`config.mk`:
```
export PLATFORM = sky130hd
export DESIGN_NAME = timer_seq_ctrl
export DESIGN_NICKNAME = d
export VERILOG_FILES = /design/src/rtl/timer_seq_ctrl.sv
export SDC_FILE = /design/constraint.sdc
export NUM_CORES = 1
export LEC_CHECK = 0
export CAP_MARGIN = 15
export CORE_ASPECT_RATIO = 1.5
export CORE_MARGIN = 8
export CORE_UTILIZATION = 54
export CTS_CLUSTER_SIZE = 40
export DETAILED_ROUTE_END_ITERATION = 16
export PLACE_DENSITY = 0.83
export SLEW_MARGIN = 20
export SYNTH_ARGS = -nofsm -noshare
export SYNTH_HDL_FRONTEND = slang
export SYNTH_SLANG_ARGS = --single-unit
```
`constraint.sdc`:
```
create_clock -name pclk -period 5.41 [get_ports pclk]
set_input_delay 0.541 -clock pclk [delete_from_list [all_inputs] [get_ports pclk]]
set_output_delay 0.541 -clock pclk [all_outputs]
set_load 0.05 [all_outputs]
```
`src/rtl/timer_seq_ctrl.sv`:
```
// -----------------------------------------------------------------------------
// timer_seq_ctrl
// APB master sequencer that programs and runs the timer IP with no CPU help.
// On an accepted start it writes TDR, pulses the TCR load bit, enables
// counting, then polls TSR for the selected flag. Each event is cleared
// (write-1-to-clear) and counted. After cfg_reps events, or on a stop request,
// the timer is disabled and done pulses.
//
// Ports
//   pclk, presetn           : clock, asynchronous active-low reset
//   start, stop             : 1-cycle control pulses from the host
//   cfg_tdr/up_down/cks/reps: sequence configuration, sampled on accepted start
//   busy, done, err, evt_cnt: host status
//   psel..pwdata, prdata,
//   pready                  : APB master port towards the timer slave
//
// Optional build macro: TMR_SEQ_TIMEOUT_EN
//   When defined, an access phase lasting TIMEOUT cycles without pready is
//   abandoned; err is set and the sequence goes straight to FIN.
// -----------------------------------------------------------------------------
module timer_seq_ctrl #(
  parameter int CNT_W    = 8,
  parameter int POLL_GAP = 4,
  parameter int TIMEOUT  = 16
) (
  input  logic             pclk,
  input  logic             presetn,
  input  logic             start,
  input  logic             stop,
  input  logic [7:0]       cfg_tdr,
  input  logic             cfg_up_down,
  input  logic [1:0]       cfg_cks,
  input  logic [CNT_W-1:0] cfg_reps,
  output logic             busy,
  output logic             done,
  output logic             err,
  output logic [CNT_W-1:0] evt_cnt,
  output logic             psel,
  output logic             penable,
  output logic             pwrite,
  output logic [7:0]       paddr,
  output logic [7:0]       pwdata,
  input  logic [7:0]       prdata,
  input  logic             pready
);

  localparam logic [7:0] ADDR_TDR = 8'h00;
  localparam logic [7:0] ADDR_TCR = 8'h01;
  localparam logic [7:0] ADDR_TSR = 8'h02;
  localparam int GAP_W = (POLL_GAP > 1) ? $clog2(POLL_GAP) : 1;

  typedef enum logic [3:0] {
    S_IDLE, S_W_TDR, S_W_LOAD, S_W_RUN, S_GAP, S_R_TSR, S_W_CLR, S_W_STOP, S_FIN
  } state_t;

  state_t           state_q;
  logic [7:0]       tdr_q;
  logic             ud_q;
  logic [1:0]       cks_q;
  logic [CNT_W-1:0] target_q;
  logic             stop_pend_q;
  logic [GAP_W-1:0] gap_q;
  logic             busy_q, done_q, err_q;
  logic [CNT_W-1:0] evt_q;
  logic             psel_q, penable_q, pwrite_q;
  logic [7:0]       paddr_q, pwdata_q;

`ifdef TMR_SEQ_TIMEOUT_EN
  localparam int TO_W = (TIMEOUT > 1) ? $clog2(TIMEOUT) : 1;
  logic [TO_W-1:0]  to_q;
`endif

  // Combinational decode of the current bus state's transfer and its successor
  logic [7:0]       tcr_base_d, tsr_mask_d, bus_addr_d, bus_wdata_d;
  logic             bus_write_d;
  logic [CNT_W:0]   evt_sum_d;
  logic [CNT_W-1:0] evt_sat_d;
  state_t           poll_st_d, xfer_base_d, xfer_next_d;

  // Transfer contents, event arithmetic and post-transfer state selection
  always_comb begin
    tcr_base_d  = {1'b0, 1'b0, ud_q, 1'b0, 2'b00, cks_q};
    tsr_mask_d  = ud_q ? 8'h02 : 8'h01;
    evt_sum_d   = {1'b0, evt_q} + {{CNT_W{1'b0}}, 1'b1};
    // Counter saturates at all-ones rather than wrapping
    evt_sat_d   = (&evt_q) ? evt_q : evt_sum_d[CNT_W-1:0];
    // A zero poll gap skips the GAP state entirely
    poll_st_d   = (POLL_GAP == 0) ? S_R_TSR : S_GAP;
    bus_addr_d  = ADDR_TDR;
    bus_wdata_d = 8'h00;
    bus_write_d = 1'b1;
    xfer_base_d = S_FIN;
    case (state_q)
      S_W_TDR: begin
        bus_wdata_d = tdr_q;
        xfer_base_d = S_W_LOAD;
      end
      S_W_LOAD: begin
        bus_addr_d  = ADDR_TCR;
        bus_wdata_d = tcr_base_d | 8'h80;
        xfer_base_d = S_W_RUN;
      end
      S_W_RUN: begin
        bus_addr_d  = ADDR_TCR;
        bus_wdata_d = tcr_base_d | 8'h10;
        xfer_base_d = poll_st_d;
      end
      S_R_TSR: begin
        bus_addr_d  = ADDR_TSR;
        bus_write_d = 1'b0;
        // Only the flag matching the count direction counts as an event
        xfer_base_d = ((prdata & tsr_mask_d) != 8'h00) ? S_W_CLR : poll_st_d;
      end
      S_W_CLR: begin
        bus_addr_d  = ADDR_TSR;
        bus_wdata_d = tsr_mask_d;
        xfer_base_d = (evt_sum_d >= {1'b0, target_q}) ? S_W_STOP : poll_st_d;
      end
      S_W_STOP: begin
        bus_addr_d  = ADDR_TCR;
        bus_wdata_d = tcr_base_d;
        xfer_base_d = S_FIN;
      end
      default: begin
        xfer_base_d = S_FIN;
      end
    endcase
    // A pending stop redirects to the disable write once the transfer ends
    xfer_next_d = (stop_pend_q && (state_q != S_W_STOP)) ? S_W_STOP : xfer_base_d;
  end

  // Sequencer FSM with APB phase tracking and registered outputs
  always_ff @(posedge pclk or negedge presetn) begin
    if (!presetn) begin
      state_q     <= S_IDLE;
      tdr_q       <= 8'h00;
      ud_q        <= 1'b0;
      cks_q       <= 2'b00;
      target_q    <= {CNT_W{1'b0}};
      stop_pend_q <= 1'b0;
      gap_q       <= {GAP_W{1'b0}};
      busy_q      <= 1'b0;
      done_q      <= 1'b0;
      err_q       <= 1'b0;
      evt_q       <= {CNT_W{1'b0}};
      psel_q      <= 1'b0;
      penable_q   <= 1'b0;
      pwrite_q    <= 1'b0;
      paddr_q     <= 8'h00;
      pwdata_q    <= 8'h00;
`ifdef TMR_SEQ_TIMEOUT_EN
      to_q        <= {TO_W{1'b0}};
`endif
    end else begin
      done_q <= 1'b0;
      if (busy_q && stop) begin
        stop_pend_q <= 1'b1;
      end
      case (state_q)
        S_IDLE: begin
          // stop in the same cycle is irrelevant: busy_q is still low here
          if (start) begin
            tdr_q       <= cfg_tdr;
            ud_q        <= cfg_up_down;
            cks_q       <= cfg_cks;
            target_q    <= (cfg_reps == {CNT_W{1'b0}}) ? {{(CNT_W-1){1'b0}}, 1'b1} : cfg_reps;
            evt_q       <= {CNT_W{1'b0}};
            err_q       <= 1'b0;
            stop_pend_q <= 1'b0;
            busy_q      <= 1'b1;
            state_q     <= S_W_TDR;
          end
        end
        S_GAP: begin
          if (stop_pend_q) begin
            state_q <= S_W_STOP;
          end else if (gap_q == GAP_W'(POLL_GAP - 1)) begin
            state_q <= S_R_TSR;
          end else begin
            gap_q <= gap_q + GAP_W'(1);
          end
        end
        S_FIN: begin
          busy_q      <= 1'b0;
          done_q      <= 1'b1;
          stop_pend_q <= 1'b0;
          state_q     <= S_IDLE;
        end
        S_W_TDR, S_W_LOAD, S_W_RUN, S_R_TSR, S_W_CLR, S_W_STOP: begin
          if (!psel_q) begin
            // Bus idle: either divert to the stop write or open a setup phase
            if (stop_pend_q && (state_q != S_W_STOP)) begin
              state_q <= S_W_STOP;
            end else begin
              psel_q   <= 1'b1;
              pwrite_q <= bus_write_d;
              paddr_q  <= bus_addr_d;
              pwdata_q <= bus_wdata_d;
            end
          end else if (!penable_q) begin
            penable_q <= 1'b1;
`ifdef TMR_SEQ_TIMEOUT_EN
            to_q      <= {TO_W{1'b0}};
`endif
          end else if (pready) begin
            psel_q    <= 1'b0;
            penable_q <= 1'b0;
            gap_q     <= {GAP_W{1'b0}};
            state_q   <= xfer_next_d;
            if (state_q == S_W_CLR) begin
              evt_q <= evt_sat_d;
            end
          end
`ifdef TMR_SEQ_TIMEOUT_EN
          else if (to_q == TO_W'(TIMEOUT - 1)) begin
            // Slave never answered: abandon the transfer, no disable write
            psel_q    <= 1'b0;
            penable_q <= 1'b0;
            err_q     <= 1'b1;
            state_q   <= S_FIN;
          end else begin
            to_q <= to_q + TO_W'(1);
          end
`endif
        end
        default: begin
          // Unreachable encoding: release the bus and terminate cleanly
          psel_q    <= 1'b0;
          penable_q <= 1'b0;
          state_q   <= S_FIN;
        end
      endcase
    end
  end

  assign busy    = busy_q;
  assign done    = done_q;
  assign err     = err_q;
  assign evt_cnt = evt_q;
  assign psel    = psel_q;
  assign penable = penable_q;
  assign pwrite  = pwrite_q;
  assign paddr   = paddr_q;
  assign pwdata  = pwdata_q;

endmodule
```
==> results.json <==
{
  "synth_top_area_cell": "dfrtp_1",
  "synth_edf_count": 0,
  "crit_path_end_kind": "flip-flop",
  "layout.cells.non_filler": 375,
  "globalplace.congestion": 0.854,
  "area.growth.synth_to_final_pct": 21.3,
  "crit_required_ns": 5.60,
  "setup-tns-final_ns": 0,
  "dieArea_um2": 7550,
  "placedCellCount": 367,
  "postCtsHoldBufs": 0,
  "antenna_found_initial": 0,
  "post_dp_cell_area_um2": 3130,
  "synth_fa_ha_area_frac": 0.0464,
  "clkLatencyLatePin_ns": 0.30,
  "max_freq_mhz": 390,
  "core_area_um2": 4810,
  "cap_viol_max_count": 0,
  "path_clk_slew_ns": 0.09,
  "antenna_left": 0,
  "grt_max_degree": 50,
  "post_cts_buffers": 0,
  "slowest_delay_ns": 0.75,
  "hold_viol": 0,
  "cellLeakagePower_nw": 1.44,
  "final_area_um2": 3270,
  "synth_cell_types": 51,
  "routed_wl_um": 5930,
  "worst_ir_drop_vdd_mv": 0.381,
  "dieHeight_um": 103,
  "cp.arrival_ns": 2.76,
  "gr-total-overflow": 0,
  "crit_start": "state_q[2]$_DFFE_PN0P_",
  "cp_max_fo": 23,
  "synthSimpleGateAreaFrac": 0.158,
  "drive_above_1_share": 0.129,
  "slew_viol_final": 0,
  "numCtsBuffers": 5,
  "post_drt_wl_per_cell_um": 15.8,
  "vias": 2105,
  "finClkSkew_ns": 0.00500,
  "report.final.setup_viol": 0,
  "synth_top_family_by_area": "compound AO/OA/AOI/OAI gates",
  "powerDensity_nw_per_um2": 567,
  "antenna_cells": 0,
  "grt_setup_unrepaired": "no",
  "drt_iter0_markers": 65,
  "status": "finished, final reports clean",
  "num_rows": 31,
  "synthMuxAreaShare": 0.0864,
  "syn_area_um2": 2690,
  "p_int_mw": 1.05,
  "cp-start-kind": "flip-flop",
  "ctsResizeCount": 0,
  "tritoncts": "built",
  "grt_usage": 0.166,
  "cts.sinks": 49,
  "ff2ff_setup_slack_ns": 2.84,
  "ys_seq_area_frac": 0.455,
  "hold_class": "in -> async",
  "combPwrFrac": 0.461,
  "swShare": 0.435,
  "dp_hpwl_um": 4360,
  "switchingPower_mw": 0.806,
  "synth_top_area_share": 0.455,
  "synth-seq-cells": 49,
  "p_clk_frac": 0.169,
  "grt_first_pass_wirelength_um": 9920,
  "synthXorXnorAreaFrac": 0.0195,
  "seq_power_share": 0.371,
  "drt_first_pass_iters": 4,
  "initial_core_util": 0.560,
  "htreeDepth": 2,
  "pin_count": 62,
  "grt_pass1_vias": 2167,
  "die_x_um": 73.7,
  "cp_slowest_cell": "nand3_1",
  "layout.nets": 350,
  "synth_ff_type": "dfrtp_1",
  "tightest_slew_ns": 1.02,
  "worst-setup-path-type": "reg -> reg",
  "via_per_inst": 5.61,
  "drc": 0,
  "synthArstFlopShare": 1.00,
  "reg2reg_from": "state_q[2]$_DFFE_PN0P_",
  "io_buffers": 48,
  "synthCells": 267,
  "synth_commonest_cells": "dfrtp_1 (49), nand2_1 (35), mux2_2 (17), a21oi_1 (15), o21ai_0 (14)",
  "synth_compound_area_frac": 0.163,
  "yosysMostFrequentCell": "dfrtp_1",
  "synth_area_per_cell_um2": 10.1,
  "finalPower_mw": 1.85,
  "synth_area_leaders": "dfrtp_1 (46%), mux2_2 (7.1%), nand2_1 (4.9%)",
  "root_buffer": "clkbuf_8",
  "period_needed_ns": 2.57,
  "yosys_warnings": 0,
  "reg2reg_to": "evt_cnt[6]$_DFFE_PN0P_",
  "fin_hold_ws_ns": 0.244,
  "cts_buffer_depth": 2,
  "worstPathCellList": "nor2_1 -> nand3_1 -> and2_4 -> o21ai_0 -> o31ai_1",
  "relSlewSlack": 0.319,
  "fin_crit_sh": 0.474,
  "rr_worst_depth": 5
}
==> worst max-delay path by stage <==
| stage | endpoint |
|---|---|
| 5_1_grt | evt_cnt[6]$_DFFE_PN0P_ |
| 6_report | evt_cnt[6]$_DFFE_PN0P_ |
| 2_1_floorplan | state_q[0]$_DFFE_PN0P_ |
| 4_1_cts | evt_cnt[6]$_DFFE_PN0P_ |
| 3_5_place_dp | evt_cnt[6]$_DFFE_PN0P_ |
| 3_3_place_gp | evt_cnt[6]$_DFFE_PN0P_ |
==> sequential cells by signal (all words and copies together) (netlist names) <==
register     count
busy             1
cks_q            2
done             1
evt_cnt          8
gap_q            2
paddr            2
penable          1
psel             1
pwdata           8
pwrite           1
state_q          4
stop_pend_q      1
target_q         8
tdr_q            8
ud_q             1
==> power by group through the flow <==
stage	sequential, mW	clock, mW	combinational (mW)
floorplan	0.758	0	0.582
global placement	0.687	0	0.829
detailed placement	0.691	0	0.856
CTS	0.687	0.319	0.862
global route	0.713	0.333	0.932
finish	0.687	0.313	0.854
==> per-layer routing <==
layer | wire (um) | up-vias | GRT usage
li1 | - | 1004 | -
met1 | 2250 | 1019 | 0.176
met2 | 3180 | 66 | 0.300
met3 | 315 | 16 | 0.0380
met4 | 181 | 0 | 0.0788
met5 | 0 | - | 0
==> final cells by class <==
class	count	area, um^2
timing repair buffer	48	478
tap	66	82.6
inverter	11	41.3
clock inverter	3	68.8
multi-input combinational	193	1300
sequential	49	1230
fill	379	1540
clock buffer	5	68.8
==> layout by cell type, fill, tap and decap left out, types with 3 or more instances in the layout <==
cell type        count
nand4_1              3
ha_1                10
nor3_1               5
dfrtp_1             49
a22o_1               3
a21oi_1             15
inv_1               11
o21ai_2              5
clkbuf_8             5
o21ai_0             14
mux2_2              17
nand3_1             10
conb_1               7
clkdlybuf4s50_1     47
mux2i_1              3
xnor2_1              4
nor2b_1              4
o21ai_1              8
nand2b_1             5
nand2_1             35
nor2_1               7
==> worst max-delay path: cells and delay by family (launching register included) <==
kind	cells	cell delay, ns
AND/OR/NAND/NOR	3	1.55
flip-flops	1	0.61
AO/OA/AOI/OAI	2	0.28
==> stage by stage <==
| stage | utilization | setup slack [ns] |
|---|---|---|
| after floorplan | - | 3.12 |
| after global placement | 0.650 | 2.67 |
| after detailed placement | 0.650 | 2.64 |
| after CTS | 0.679 | 2.81 |
| after global routing | 0.680 | 2.64 |
| final | 0.680 | 2.84 |
==> cell families after synthesis <==
group / Yosys count
compound gates: 67
fa+ha+maj: 10
buf+inv: 31
mux: 21
other cells: 1
flops: 49
xor+xnor: 6
simple gates: 82
Power figures use the tool's default switching activity.
